## config.mk

```make
export PLATFORM = sky130hd
export DESIGN_NAME = tff_seq_ctrl
export DESIGN_NICKNAME = d
export VERILOG_FILES = /design/src/rtl/tff_pkg.sv /design/src/rtl/tff_reg.sv /design/src/rtl/tff_seq_ctrl.sv
export SDC_FILE = /design/constraint.sdc
export NUM_CORES = 1
export LEC_CHECK = 0
export BUFFER_PORTS_ARGS = -buffer_cell sky130_fd_sc_hd__buf_2
export CAP_MARGIN = 10
export CORE_AREA = 2 2 50 52
export CTS_BUF_LIST = sky130_fd_sc_hd__clkbuf_16
export DETAILED_ROUTE_END_ITERATION = 16
export DIE_AREA = 0 0 52 54
export PLACE_DENSITY = 0.78
export SYNTH_ARGS = -nofsm -noshare
export SYNTH_HDL_FRONTEND = slang
export SYNTH_HIERARCHICAL = 1
export SYNTH_SLANG_ARGS = --single-unit
export TNS_END_PERCENT = 5
```

## constraint.sdc

```tcl
create_clock -name clk -period 5.17 [get_ports clk]
set_clock_uncertainty 0.15 [all_clocks]
set_input_delay 0.7755 -clock clk [delete_from_list [all_inputs] [get_ports clk]]
set_output_delay 0.7755 -clock clk [all_outputs]
set_load 0.01 [all_outputs]
```

## src/rtl/tff_pkg.sv

```systemverilog
// ============================================================================
// Module   : tff_pkg
// Brief    : Command encodings and FSM state type for the T-FF sequencer.
// Revision : 1.0 - initial release
// ============================================================================
`default_nettype none

package tff_pkg;

    localparam logic [1:0] OP_NOP  = 2'b00;
    localparam logic [1:0] OP_UP   = 2'b01;
    localparam logic [1:0] OP_DOWN = 2'b10;
    localparam logic [1:0] OP_LOAD = 2'b11;

    typedef enum logic [1:0] {
        IDLE = 2'd0,
        RUN  = 2'd1,
        DONE = 2'd2
    } state_e;

endpackage

`default_nettype wire

```

## src/rtl/tff_reg.sv

```systemverilog
// ============================================================================
// Module   : tff_reg
// Brief    : Bank of WIDTH synchronous T flip-flops; bit i toggles when t[i]=1.
// Revision : 1.0 - initial release
// ============================================================================
`default_nettype none

module tff_reg #(
    parameter int WIDTH = 4
) (
    input  logic             clk,
    input  logic             reset,
    input  logic [WIDTH-1:0] t,
    output logic [WIDTH-1:0] q
);

    logic [WIDTH-1:0] r_q;

    always_ff @(posedge clk) begin
        if (reset) begin
            r_q <= '0;
        end else begin
            r_q <= r_q ^ t;
        end
    end

    assign q = r_q;

endmodule

`default_nettype wire

```

## src/rtl/tff_seq_ctrl.sv

```systemverilog
// ============================================================================
// Module   : tff_seq_ctrl
// Brief    : Command-driven sequencer producing per-step toggle vectors for a
//            T flip-flop bank (count up/down, load, no-op).
// Revision : 1.0 - initial release
// ============================================================================
`default_nettype none

module tff_seq_ctrl
    import tff_pkg::*;
#(
    parameter int WIDTH = 4,
    parameter int LEN_W = 8
) (
    input  logic             clk,
    input  logic             reset,
    input  logic             cmd_valid,
    output logic             cmd_ready,
    input  logic [1:0]       cmd_op,
    input  logic [LEN_W-1:0] cmd_len,
    input  logic [WIDTH-1:0] cmd_data,
    output logic [WIDTH-1:0] q,
    output logic             busy,
    output logic             done,
    output logic             wrap
);

    state_e           r_state;
    logic [1:0]       r_op;
    logic [LEN_W-1:0] r_rem;
    logic [WIDTH-1:0] r_data;
    logic             r_wrap;

    logic [WIDTH-1:0] w_q;
    logic [WIDTH-1:0] w_t;
    logic [WIDTH-1:0] w_up;
    logic [WIDTH-1:0] w_dn;
    logic             w_accept;
    logic             w_wrap_nxt;

    tff_reg #(
        .WIDTH (WIDTH)
    ) u_bank (
        .clk   (clk),
        .reset (reset),
        .t     (w_t),
        .q     (w_q)
    );

    assign cmd_ready = (r_state == IDLE) && !reset;
    assign w_accept  = cmd_valid && cmd_ready;

    // Carry/borrow chains: bit i toggles when all lower bits are 1 (up) or 0 (down)
    always_comb begin
        w_up    = '0;
        w_dn    = '0;
        w_up[0] = 1'b1;
        w_dn[0] = 1'b1;
        for (int i = 1; i < WIDTH; i++) begin
            w_up[i] = w_up[i-1] & w_q[i-1];
            w_dn[i] = w_dn[i-1] & ~w_q[i-1];
        end
    end

    always_comb begin
        w_t = '0;
        if (r_state == RUN) begin
            case (r_op)
                OP_UP:   w_t = w_up;
                OP_DOWN: w_t = w_dn;
                OP_LOAD: w_t = w_q ^ r_data;
                default: w_t = '0;
            endcase
        end
    end

    assign w_wrap_nxt = (r_state == RUN) &&
                        (((r_op == OP_UP)   && (&w_q)) ||
                         ((r_op == OP_DOWN) && (~|w_q)));

    always_ff @(posedge clk) begin
        if (reset) begin
            r_state <= IDLE;
            r_op    <= OP_NOP;
            r_rem   <= '0;
            r_data  <= '0;
            r_wrap  <= 1'b0;
        end else begin
            r_wrap <= w_wrap_nxt;
            case (r_state)
                IDLE: begin
                    if (w_accept) begin
                        r_op   <= cmd_op;
                        r_data <= cmd_data;
                        case (cmd_op)
                            OP_UP, OP_DOWN: begin
                                r_rem   <= cmd_len;
                                r_state <= (cmd_len != '0) ? RUN : DONE;
                            end
                            OP_LOAD: begin
                                r_rem   <= LEN_W'(1);
                                r_state <= RUN;
                            end
                            default: begin
                                r_rem   <= '0;
                                r_state <= DONE;
                            end
                        endcase
                    end
                end
                RUN: begin
                    r_rem <= r_rem - LEN_W'(1);
                    if (r_rem == LEN_W'(1)) begin
                        r_state <= DONE;
                    end
                end
                DONE: begin
                    r_state <= IDLE;
                end
                default: begin
                    r_state <= IDLE;
                end
            endcase
        end
    end

    assign q    = w_q;
    assign busy = (r_state == RUN);
    assign done = (r_state == DONE);
    assign wrap = r_wrap;

endmodule

`default_nettype wire
```

Yosys cells after proc, flatten, opt, wreduce, memory -nomap -nowiden
Index checks and enable logic that the tools add are counted.
W data, S select, Z words.
{ "op_classes": {"add_sub_neg": 1, "mul": 0, "div_mod_pow": 0, "order_cmp": 0, "eq_ne": 11, "n_shift": 0, "mux": 10, "n_bitwise": 9, "n_reduce_logical": 17} }
{ "ops": {"columns": ["operator", "n"], "rows": [
  ["$pmux W8 S2", 2],
  ["$pmux W4 S3", 1],
  ["$eq A2 B2 Y1 const B", 5],
  ["$eq A8 B1 Y1 const B", 1],
  ["$mux W8", 1],
  ["$pmux W2 S2", 2],
  ["$reduce_bool A8 Y1", 1],
  ["$sub A8 B1 Y8 const B", 1],
  ["$xor A4 B4 Y4", 2],
  ["$eq A2 B1 Y1 const B", 3],
  ["$mux W2", 3],
  ["$reduce_and A2 Y1", 3],
  ["$logic_and A1 B1 Y1", 5],
  ["$and A1 B1 Y1", 4],
  ["$mux W4", 1],
  ["$reduce_and A4 Y1", 1],
  ["$reduce_or A4 Y1", 1],
  ["$not A1 Y1", 3],
  ["$logic_not A1 Y1", 2],
  ["$logic_not A2 Y1", 1],
  ["$ne A2 B1 Y1 const B", 1],
  ["$ne A2 B2 Y1 const B", 1],
  ["$reduce_bool A2 Y1", 1],
  ["$reduce_or A2 Y1", 1],
  ["$logic_or A1 B1 Y1", 1]
]} }
{ "totals": {"ff_bits": 21, "latchBits": 0, "mem_bits_rw": 0, "mem_bits_ro": 0, "in_bits": 17, "output_inout_bits": 8, "elab_cells": 54, "mem_count": 0} }

Longest topological paths before layout
Gate-level depths: netlist (run 1).
{ "depth": {"word_depth": 6, "mapped_depth": 7, "mapped_depth_nobuf": 6} }

Hierarchy
The synthesis (run 1) kept the hierarchy.
{ "by_module_without_submodules": {"columns": ["mod", "instances", "cells_each", "area_each_um2", "seq_area_each_um2"], "rows": [
  ["tff_seq_ctrl", 1, 129, 1082.3, 340.3],
  ["tff_reg", 1, 12, 130.1, 80.1]
]} }

Least setup slack after synthesis (run 1)
OpenSTA, ideal clock, no wires.
{ "synth_path": {"path_type": "input port to flip-flop", "from": "input port reset", "to": "register r_rem[0]", "setup_time_ns": 0.074, "arrival_time_ns": 2.016, "required_ns": 4.946, "path_slack_ns": 2.930, "stages": 5, "path_cell_list": "buf_2 or4b_4 buf_6 or3_1 a31oi_1"} }
{ "synth_via": {"elab_chain_len": 5} }
{ "synth_lines": {"columns": ["element", "line_no", "source"], "rows": [
  ["start: declaration", "tff_seq_ctrl.sv:16", "input logic reset,"],
  ["$logic_not A1 Y1", "tff_seq_ctrl.sv:50", "assign cmd_ready = (r_state == IDLE) && !reset;"],
  ["$logic_and A1 B1 Y1", "tff_seq_ctrl.sv:50", null],
  ["$logic_and A1 B1 Y1", "tff_seq_ctrl.sv:51", "assign w_accept = cmd_valid && cmd_ready;"],
  ["$ne A2 B2 Y1 (no source line)", null, null],
  ["$reduce_and A2 Y1 (no source line)", null, null],
  ["end signal: assignment", "tff_seq_ctrl.sv:97", "r_rem <= cmd_len;"],
  ["end signal: assignment", "tff_seq_ctrl.sv:112", "r_rem <= r_rem - LEN_W'(1);"],
  ["end: declaration", "tff_seq_ctrl.sv:30", "logic [LEN_W-1:0] r_rem;"]
]} }
Parallel ways exist; a longest one is shown, timed or not.
A chain may end at the register's enable or synchronous reset.

Final worst setup path (run 1)
{ "layout_path": {"from": "input port reset", "to": "register r_state[0]"} }
{ "layout_via": {"elab_chain_len": 5} }
{ "layout_lines": {"columns": ["element", "line_no", "source"], "rows": [
  ["$logic_not A1 Y1", "tff_seq_ctrl.sv:50", null],
  ["$logic_and A1 B1 Y1", "tff_seq_ctrl.sv:50", null],
  ["$logic_and A1 B1 Y1", "tff_seq_ctrl.sv:51", null],
  ["$ne A2 B2 Y1 (no source line)", null, null],
  ["$reduce_and A2 Y1 (no source line)", null, null],
  ["end signal: assignment", "tff_seq_ctrl.sv:98", "r_state <= (cmd_len != '0) ? RUN : DONE;"],
  ["end: declaration", "tff_seq_ctrl.sv:28", "state_e r_state;"]
]} }
Parallel ways exist; a longest one is shown, timed or not.

==> results.tsv, run 1 <==
stage	metric	value	unit
power	Flop pwr share	43.7	%
sta	endpoints failing setup	0	
floorplan	FP Rows	18	
global_routing	antenna violations before repair	0	
power	pwr dens	331	nW/um^2
logic_synthesis	syn_area_per_cell	8.60	um^2
floorplan	die area	2810	um^2
min_path	worst hold path type	reg2reg	
global_routing	GRT busiest layer	met2	
final_layout	P&R area growth vs syn	15.1	%
sta	Fin Setup TNS	0	ns
worst_setup_path	Worst R2R Start	r_state[1]$_SDFFE_PP0P_	
clock_tree	clk sinks	21	
logic_synthesis	share of the yosys chip area belonging to registers	34.7	%
job	Max Cap Viol	0	
global_routing	gr usage total	20.3	%
clock_tree	clk_lat worst skew	0.25	ns
logic_synthesis	Mapped Cells	141	
floorplan	Starting Density	52.3	%
final_layout	most frequent cells in the layout	24 x buf_2, 21 x dfxtp_1, 12 x nand2_1	
global_routing	remaining global-route overflow	0	
worst_setup_path	critical path endpoint category	register	
sta	max-slew violations	0	
global_routing	vias in the first global route	989	
global_routing	met2 Use GR	32.9	%
sta	Worst Tran Pin Value	0.895	ns
worst_setup_path	Worst Setup Path Type	in2reg	
place	Area after DPL	1320	um^2
worst_setup_path	Critical Path Source Type	input pin	
route	Routed Antenna Nets	0	
logic_synthesis	Cell Area, Synth	1210	um^2
power	static leakage	0.000552	uW
power	clock power share	35.8	%
sta	fmax	433	MHz
route	Via Count	1112	
floorplan	CORE AREA	2320	um^2
place	RePlAce Congestion	0.854	
final_layout	ANT cells	0	
final_layout	final core utilization	60.1	%
clock_tree	clock tree buffer depth	2	
place	pre-CTS setup slack	2.66	ns
floorplan	I/O Pins	25	
worst_setup_path	CP max FO	23	
sta	final worst path period need	2.31	ns
worst_setup_path	crit path DAT	2.30	ns
global_routing	global-route wire length before repair	4.24	mm
route	Routed wire per std cell	14.3	um
outcome	status	completed	
power	Net Sw Frac	29.3	%
clock_tree	hold_buf cts	0	
worst_setup_path	Worst Setup SP	reset	
clock_tree	post-CTS setup buffers	0	
final_layout	commonest non-fill, non-tap cell in the layout	buf_2	
sta	Final WS setup	2.86	ns
clock_tree	CTS tree	done	
sta	Final period util	44.7	%
logic_synthesis	syn nets	162	
power	Pwr Total	461	uW
global_routing	pin count of the biggest net entering global routing	24	
global_routing	met3 Usage GRT	3.61	%
route	DR iter-0 viols	14	
route	Residual DRC	0	
power	Comb pwr share	20.5	%
final_layout	Design Area, Final	1400	um^2
route	drt pass-1 iters	5	
worst_setup_path	required time of the worst setup path	5.16	ns
logic_synthesis	FF+latch count, synth	21	
route	via/cell ratio	5.88	
final_layout	nets	181	
power	Max VDD drop	0.175	mV
power	internal power	326	uW
place	Detailed Place HPWL	1.85	mm
floorplan	Die Y	54	um
clock_tree	root buffer cell	clkbuf_16	
place	# port buffers	24	
power	Net Sw Power	135	uW
final_layout	share of cells above drive strength 1	21.4	%
clock_tree	Inserted Clock Buffers	3	
floorplan	die width	52	um
clock_tree	post-CTS sizing	0	
global_routing	grt met1 use	25.5	%
clock_tree	Max H-tree Level	1	
logic_synthesis	Yosys cell types	38	
logic_synthesis	synth warn	6	
route	Total Wirelength	2.70	mm
min_path	HP Start	r_data[2]$_SDFFE_PP0P_	
clock_tree	Clock transition at path regs	0.06	ns
sta	Final Hold Viols	0	
sta	RSZ-0062 raised after global routing	no	
sta	Rel. slew slack	40.1	%
## path summary, 6_finish.rpt
kind | to | slack (ns) | cells after the start
worst max-delay path | r_state[0]$_SDFFE_PP0P_ | 2.86 | 4
worst min-delay path | r_data[2]$_SDFFE_PP0P_ | 0.34 | 2
worst max register to register | r_state[0]$_SDFFE_PP0P_ | 3.18 | 3
worst min register to register | r_data[2]$_SDFFE_PP0P_ | 0.34 | 2
## layout make-up
type / count / area, um^2
Fill cell: 206 / 925
Multi-Input combinational cell: 105 / 718
Sequential cell: 21 / 420
Timing Repair Buffer: 24 / 120
Clock buffer: 3 / 75.1
Tap cell: 30 / 37.5
Inverter: 5 / 18.8
Clock inverter: 1 / 5.00
## synth_stat cells
cell | instances | area share [%]
a211oi_1 | 1 | 0.62
a31o_2 | 1 | 0.72
or4b_4 | 2 | 2.3
and3_1 | 2 | 1.0
a31oi_1 | 6 | 3.1
nand3b_1 | 8 | 5.0
nand4b_1 | 1 | 0.72
nor2b_1 | 1 | 0.52
buf_2 | 2 | 0.83
nand2b_1 | 2 | 1.0
o22a_1 | 1 | 0.72
nor4b_1 | 3 | 2.2
or4_1 | 4 | 2.5
or4b_1 | 1 | 0.83
ha_1 | 4 | 4.1
a21o_1 | 1 | 0.62
nor4b_2 | 1 | 1.2
xnor2_1 | 6 | 4.3
nor4_1 | 1 | 0.52
or3_1 | 2 | 1.0
nand3_1 | 9 | 3.7
o211ai_1 | 2 | 1.2
buf_6 | 2 | 1.9
nand2_1 | 12 | 3.7
nor3_1 | 2 | 0.83
a32oi_1 | 1 | 0.72
inv_1 | 5 | 1.5
o2bb2ai_1 | 1 | 0.72
nor2_1 | 7 | 2.2
xor2_1 | 2 | 1.4
o21ai_0 | 5 | 2.1
a21oi_1 | 7 | 2.9
a311oi_1 | 2 | 1.4
or3b_2 | 2 | 1.4
clkbuf_1 | 6 | 1.9
o311ai_0 | 3 | 2.2
mux2i_1 | 2 | 1.7
dfxtp_1 | 21 | 35
## power groups by stage
| stage | sequential [uW] | clock, uW | combinational (uW) |
|---|---|---|---|
| after detailed placement | 204 | 0 | 92.1 |
| after floorplan | 194 | 0 | 77.2 |
| after global placement | 203 | 0 | 90.1 |
| final | 201 | 165 | 94.5 |
| after global routing | 205 | 176 | 104 |
| after CTS | 200 | 167 | 94.0 |
## critical path, stage by stage
cell	delay [ns]
buf_2	0.23
or4b_4	0.66
or4b_1	0.52
o311ai_0	0.11
## routing by layer
metal  part of all wire [%]  wire length, um
met1                     45             1220
met2                     49             1320
met3                    4.1              110
met4                    1.4               38
met5                      0                0
## state kept, by name, summed over array words and instances, names as in the netlist
| signal | cells |
|---|---|
| r_state | 2 |
| r_data | 4 |
| u_bank/q | 4 |
| wrap | 1 |
| r_rem | 8 |
| r_op | 2 |
## logic make-up after synthesis
family / after synthesis / synth area share (%)
AO/OA/AOI/OAI: 31 / 17.0
AND/OR/NAND/NOR: 60 / 30.7
flip-flops: 21 / 34.7
multiplexers: 2 / 1.65
XOR/XNOR: 8 / 5.78
adder cells (fa/ha/maj): 4 / 4.13
buffers and inverters: 15 / 6.09
## per-stage QoR
step	instances	hold slack [ns]
2_1_floorplan	141	0.312
6_report	189	0.339
5_1_grt	189	0.355
4_1_cts	189	0.340
3_5_place_dp	185	0.329
3_3_place_gp	185	0.331
Note: power is estimated with default switching activity, not from simulation.
==> run 2, diff against run 1 <==
- ABC_AREA: not set -> 1
- CORE_AREA: 2 2 50 52 -> 2 2 70 45
- DIE_AREA: 0 0 52 54 -> 0 0 72 47
- PLACE_DENSITY: 0.78 -> 0.73
- clock period: 5.17 -> 1.95 ns (I/O delays scaled with it)
==> run 2 against run 1 <==
  * Register-to-register slack worse by 2.8 ns
  * Via count is 13% higher
  * Die area is 21% higher
  * Count of clock-buffer cells in the layout stayed put
  * Worst setup slack worse by 2.6 ns
  * Cell count is 35% higher
  * Global-route usage is 0.69 points lower
  * Flip-flop and latch count stayed put
  * Non-clock buffer count stayed put
  * Largest power group unchanged
  * Highest routed layer unchanged
==> results.tsv, run 2 <==
stage	metric	value	unit	change
clock_tree	Clock transition at path regs	0.06	ns	about the same
logic_synthesis	share of the yosys chip area belonging to registers	32.3	%	was 34.7%
worst_setup_path	critical path endpoint category	primary output		was register
global_routing	pin count of the biggest net entering global routing	17		was 24
global_routing	vias in the first global route	1003		was 989
final_layout	largest reg by FF count	r_rem		unchanged
clock_tree	CTS tree	done		unchanged
worst_setup_path	crit path DAT	1.22	ns	was 2.30 ns
sta	final worst path period need	1.66	ns	
floorplan	I/O Pins	25		unchanged
clock_tree	post-CTS sizing	0		unchanged
power	pwr dens	814	nW/um^2	was 331 nW/um^2
worst_setup_path	Worst Setup Path Type	reg2out		was in2reg
floorplan	Starting Density	47.1	%	was 52.3%
sta	endpoints failing setup	0		unchanged
worst_setup_path	required time of the worst setup path	1.51	ns	was 5.16 ns
place	# port buffers	24		unchanged
sta	Fin Setup TNS	0	ns	unchanged
final_layout	ANT cells	0		unchanged
clock_tree	Inserted Clock Buffers	3		unchanged
sta	Final Hold Viols	0		unchanged
clock_tree	clk_lat worst skew	0.26	ns	was 0.25 ns
floorplan	die width	72	um	was 52 um
worst_setup_path	Worst R2R Path Depth	10		was 3
clock_tree	clk sinks	21		unchanged
floorplan	FP Rows	15		was 18
sta	max-slew violations	0		unchanged
logic_synthesis	top cell type by total area after synthesis	dfxtp_1		unchanged
floorplan	Die Y	47	um	was 54 um
logic_synthesis	Top FF cell, synth	dfxtp_1		unchanged
logic_synthesis	Post-synth EDFFs	0		unchanged
sta	Rel. slew slack	75.3	%	was 40.1%
clock_tree	root buffer cell	clkbuf_16		unchanged
final_layout	share of cells above drive strength 1	20.8	%	was 21.4%
final_layout	max reg flops	8		unchanged
logic_synthesis	Mapped Cells	196		was 141
final_layout	P&R area growth vs syn	16.6	%	was 15.1%
final_layout	final core utilization	54.9	%	was 60.1%
final_layout	nets	243		was 181
logic_synthesis	Async S/R FF share, synth	0	%	unchanged
sta	Final WS setup	0.287	ns	was 2.86 ns
floorplan	die area	3380	um^2	was 2810 um^2
logic_synthesis	syn_area_per_cell	6.63	um^2	was 8.60 um^2
global_routing	antenna violations before repair	0		unchanged
final_layout	most frequent cells in the layout	43 x nand2_1, 30 x nor2_1, 24 x buf_2		was 24 x buf_2, 21 x dfxtp_1, 12 x nand2_1
final_layout	filler cell count	261		was 206
job	Max Cap Viol	0		unchanged
route	via/cell ratio	4.94		was 5.88
sta	Final period util	85.3	%	
route	Routed wire per std cell	12.0	um	was 14.3 um
logic_synthesis	count leader, synth	nand2_1		was dfxtp_1
logic_synthesis	Yosys cell types	29		was 38
sta	Worst Tran Pin Value	0.371	ns	was 0.895 ns
clock_tree	clock tree buffer depth	2		unchanged
power	Max VDD drop	0.369	mV	was 0.175 mV
min_path	hold path depth	3		was 2
route	drt pass-1 iters	4		was 5
route	DR iter-0 viols	117		was 14
logic_synthesis	most instantiated cells after synthesis	43 x nand2_1, 30 x nor2_1, 22 x inv_1		was 21 x dfxtp_1, 12 x nand2_1, 9 x nand3_1
global_routing	global-route wire length before repair	4.91	mm	was 4.24 mm
logic_synthesis	FF+latch count, synth	21		unchanged
final_layout	commonest non-fill, non-tap cell in the layout	nand2_1		was buf_2
global_routing	gr usage total	19.6	%	was 20.3%
clock_tree	post-CTS setup buffers	0		unchanged
route	Total Wirelength	3.07	mm	was 2.70 mm
logic_synthesis	synth warn	6		unchanged
logic_synthesis	Cell Area, Synth	1300	um^2	was 1210 um^2
logic_synthesis	share of the synthesized area in the top cell type	32.3	%	was 34.7%
worst_setup_path	Critical Path Source Type	register		was input pin
logic_synthesis	syn nets	217		was 162
floorplan	CORE AREA	2760	um^2	was 2320 um^2
route	Via Count	1260		was 1,112
place	Detailed Place HPWL	2.37	mm	was 1.85 mm
sta	RSZ-0062 raised after global routing	no		unchanged
route	Routed Antenna Nets	0		unchanged
worst_setup_path	CP max FO	11		was 23
route	Residual DRC	0		unchanged
power	static leakage	0.000709	uW	was 0.000552 uW
clock_tree	Max H-tree Level	1		unchanged
clock_tree	hold_buf cts	0		unchanged
place	pre-CTS setup slack	0.374	ns	was 2.66 ns
global_routing	remaining global-route overflow	0		unchanged
logic_synthesis	Synth area leaders	dfxtp_1 32%, nand2_1 12%, nor2_1 8.7%, a21oi_1 6.9%, inv_1 6.4%		was dfxtp_1 35%, nand3b_1 5.0%, xnor2_1 4.3%, ha_1 4.1%, nand3_1 3.7%
sta	fmax	601	MHz	
min_path	worst hold path type	in2reg		was reg2reg
place	RePlAce Congestion	0.839		was 0.854
outcome	status	completed		unchanged
## run 2: power breakdown
part	switching, uW	internal (uW)
logic	185	104
clock network	168	276
registers	36.8	464
## run 2: metrics by stage
stage          cell area [um^2]  instances  hold WS, ns  total power (uW)
6_report                   1520        255       0.0783              1230
5_1_grt                    1520        255       0.0972              1300
4_1_cts                    1520        255       0.0811              1230
3_5_place_dp               1440        251        0.305               793
3_3_place_gp               1440        251        0.314               791
2_1_floorplan              1300        196        0.212               719
## run 2: layout make-up
class,count,area (um^2),share of cell area (%)
Timing Repair Buffer,24,120,7.93
Sequential cell,21,420,27.7
Inverter,28,110,7.27
Multi-Input combinational cell,144,742,49.0
Tap cell,34,42.5,2.81
Clock buffer,3,75.1,4.95
Clock inverter,1,5.00,0.330
## run 2: path summary, 6_finish.rpt
kind	slack, ns	endpoint	from
hold / removal	0.08	r_data[2]$_SDFFE_PP0P_	cmd_data[2]
hold reg to reg	0.32	r_rem[1]$_SDFFE_PP0P_	r_rem[1]$_SDFFE_PP0P_
setup / recovery	0.29	busy	r_state[1]$_SDFFE_PP0P_
setup reg to reg	0.41	u_bank/q[3]$_SDFF_PP0_	u_bank/q[0]$_SDFF_PP0_
## run 2: routing by layer
metal	vias to the layer above	routed length, um	track usage (%)
met3	4	269	5.79
li1	678	-	-
met2	43	1140	23.9
met4	0	31	5.66
met1	535	1620	31.7
met5	-	0	0
## run 2: critical path: stages (launching register included)
cell     delay (ns)
dfxtp_1        0.45
inv_2          0.08
nand2_4        0.16
inv_4          0.11
buf_2          0.15
## run 2: cell families after synthesis
group	synth area share [%]
fa+ha+maj	3.85
simple gates	35.4
compound gates	16.5
xor+xnor	1.35
buf+inv	10.6
flops	32.3
==> run 3, diff against run 2 <==
- ABC_AREA: 1 -> not set
- CORE_AREA: 2 2 70 45 -> 2 2 68 44
- DIE_AREA: 0 0 72 47 -> 0 0 70 46
==> run 3 against run 2 <==
  * Wire length down 3.3%
  * Clock power shrank 0.9%
  * Combinational power down 3%
  * Count of clock-buffer cells in the layout stayed put
  * Power up 1.1%
  * Die area down 4.8%
  * Flip-flop and latch count unchanged
  * Cell area down 4.6%
  * Critical path depth fell by 1
  * Non-clock buffer count grew 6
  * Hold slack got worse by 0.012 ns
  * Sequential power increased by 5.6%
==> results.tsv, run 3 (synthesis gave the netlist of run 1 again) <==
stage	metric	value	unit	change
route	Routed wire per std cell	14.9	um	was 12.0 um
power	Net Sw Power	367	uW	was 389 uW
power	pwr dens	862	nW/um^2	was 814 nW/um^2
route	DR iter-0 viols	67		was 117
final_layout	filler cell count	234		was 261
sta	final worst path period need	1.85	ns	was 1.66 ns
sta	RSZ-0062 raised after global routing	no		unchanged
job	Max Cap Viol	0		unchanged
floorplan	die area	3220	um^2	was 3380 um^2
clock_tree	root buffer cell	clkbuf_16		unchanged
clock_tree	post-CTS sizing	0		unchanged
final_layout	commonest non-fill, non-tap cell in the layout	buf_2		was nand2_1
place	RePlAce Congestion	0.803		was 0.839
min_path	hold path depth	3		unchanged
clock_tree	hold_buf cts	0		unchanged
route	Routed Antenna Nets	0		unchanged
final_layout	largest reg by FF count	r_rem		unchanged
route	via/cell ratio	5.88		was 4.94
worst_setup_path	max incr delay on CP	0.61	ns	was 0.45 ns
global_routing	gr usage total	19.7	%	was 19.6%
clock_tree	Inserted Clock Buffers	3		unchanged
final_layout	P&R area growth vs syn	19.2	%	was 16.6%
sta	Worst Tran Pin Value	0.472	ns	was 0.371 ns
power	static leakage	0.000582	uW	was 0.000709 uW
clock_tree	clock tree buffer depth	2		unchanged
worst_setup_path	CP max FO	9		was 11
global_routing	global-route wire length before repair	4.92	mm	was 4.91 mm
clock_tree	clk_lat worst skew	0.26	ns	about the same
floorplan	Die Y	46	um	was 47 um
final_layout	nets	187		was 243
floorplan	FP Rows	15		unchanged
final_layout	most frequent cells in the layout	24 x buf_2, 21 x dfxtp_1, 12 x nand2_1		was 43 x nand2_1, 30 x nor2_1, 24 x buf_2
clock_tree	Clock transition at path regs	0.06	ns	about the same
sta	Fin Setup TNS	0	ns	unchanged
clock_tree	Max H-tree Level	1		unchanged
global_routing	remaining global-route overflow	0		unchanged
power	Max VDD drop	0.321	mV	was 0.369 mV
route	drt pass-1 iters	4		unchanged
power	Comb pwr share	22.3	%	was 23.4%
worst_setup_path	critical path endpoint category	register		was primary output
floorplan	Starting Density	45.5	%	was 47.1%
power	Net Sw Frac	29.5	%	was 31.6%
clock_tree	post-CTS setup buffers	0		unchanged
final_layout	share of cells above drive strength 1	24.2	%	was 20.8%
route	Via Count	1170		was 1,260
sta	Rel. slew slack	68.2	%	was 75.3%
power	Flop pwr share	42.5	%	was 40.6%
worst_setup_path	Worst Setup Path Type	reg2reg		was reg2out
global_routing	pin count of the biggest net entering global routing	23		was 17
worst_setup_path	CP Cell Sequence	or4b_4 -> or4b_1 -> o311ai_0		was inv_2 -> nand2_4 -> inv_4 -> buf_2
power	internal power	879	uW	was 844 uW
worst_setup_path	Worst path slowest cell	or4b_4		was dfxtp_1
floorplan	I/O Pins	25		unchanged
clock_tree	clk sinks	21		unchanged
global_routing	vias in the first global route	1088		was 1,003
worst_setup_path	Buf/Inv on CP	0		was 3
route	Total Wirelength	2.97	mm	was 3.07 mm
worst_setup_path	crit path DAT	1.85	ns	was 1.22 ns
place	# port buffers	24		unchanged
route	Residual DRC	0		unchanged
final_layout	ANT cells	0		unchanged
worst_setup_path	critical path depth	3		was 4
sta	endpoints failing setup	0		unchanged
sta	fmax	541	MHz	was 601 MHz
worst_setup_path	Worst R2R Path Depth	3		was 10
floorplan	die width	70	um	was 72 um
sta	Final Hold Viols	0		unchanged
worst_setup_path	required time of the worst setup path	1.95	ns	was 1.51 ns
sta	max-slew violations	0		unchanged
sta	Final period util	94.8	%	was 85.3%
floorplan	CORE AREA	2670	um^2	was 2760 um^2
place	Detailed Place HPWL	2.16	mm	was 2.37 mm
clock_tree	CTS tree	done		unchanged
min_path	worst hold path type	in2reg		unchanged
power	clock power share	35.2	%	was 36.0%
worst_setup_path	Critical Path Source Type	register		unchanged
outcome	status	completed		unchanged
final_layout	max reg flops	8		unchanged
worst_setup_path	Crit path max-delay family	simple AND/OR/NAND/NOR gates		was flip-flops
global_routing	antenna violations before repair	0		unchanged
power	Pwr Total	1250	uW	was 1230 uW
## run 3: through the flow
stage / util [%] / worst slack [ns] / cell area, um^2 / hold slack (ns) / std cells
floorplan: - / 0.177 / 1210 / 0.215 / 141
global placement: 51.2 / 0.178 / 1370 / 0.328 / 195
detailed placement: 51.2 / 0.122 / 1370 / 0.329 / 195
CTS: 54.2 / 0.107 / 1450 / 0.0639 / 199
global route: 54.2 / 0.0554 / 1450 / 0.0740 / 199
finish: 54.2 / 0.102 / 1450 / 0.0666 / 199
## run 3: worst register-to-register path, stage by stage, from the launching register on
cell and delay, ns:
dfxtp_1 0.40, or4b_4 0.62, or4b_1 0.48, o311ai_0 0.10
## run 3: layer usage
layer / track usage, % / vias up / routed length (um)
met3: 5.31 / 5 / 197
met5: 0 / - / 0
met4: 10.0 / 0 / 44
met1: 23.8 / 550 / 1380
met2: 33.5 / 47 / 1350
li1: - / 568 / -
## run 3: cell type report
| cell class | count | area, um^2 | share of cell area [%] |
|---|---|---|---|
| clock buffer | 3 | 75.1 | 5.19 |
| sequential | 21 | 420 | 29.1 |
| multi-input combinational | 105 | 718 | 49.7 |
| timing repair buffer | 30 | 165 | 11.4 |
| tap | 34 | 42.5 | 2.94 |
| clock inverter | 1 | 5.00 | 0.346 |
| inverter | 5 | 18.8 | 1.30 |
## run 3: worst paths after layout
kind                           startpoint                      end  slack, ns
hold / removal                cmd_data[0]   r_data[0]$_SDFFE_PP0P_       0.07
setup / recovery  r_state[1]$_SDFFE_PP0P_  r_state[0]$_SDFFE_PP0P_       0.10
setup reg to reg  r_state[1]$_SDFFE_PP0P_  r_state[0]$_SDFFE_PP0P_       0.10
hold reg to reg    r_data[2]$_SDFFE_PP0P_   r_data[2]$_SDFFE_PP0P_       0.34
## run 3: power groups by stage
| stage | logic (uW) | registers (uW) | clock network (uW) |
|---|---|---|---|
| 2_1_floorplan | 205 | 515 | 0 |
| 3_3_place_gp | 267 | 532 | 0 |
| 3_5_place_dp | 276 | 536 | 0 |
| 4_1_cts | 277 | 526 | 450 |
| 5_1_grt | 310 | 534 | 465 |
| 6_report | 279 | 529 | 439 |
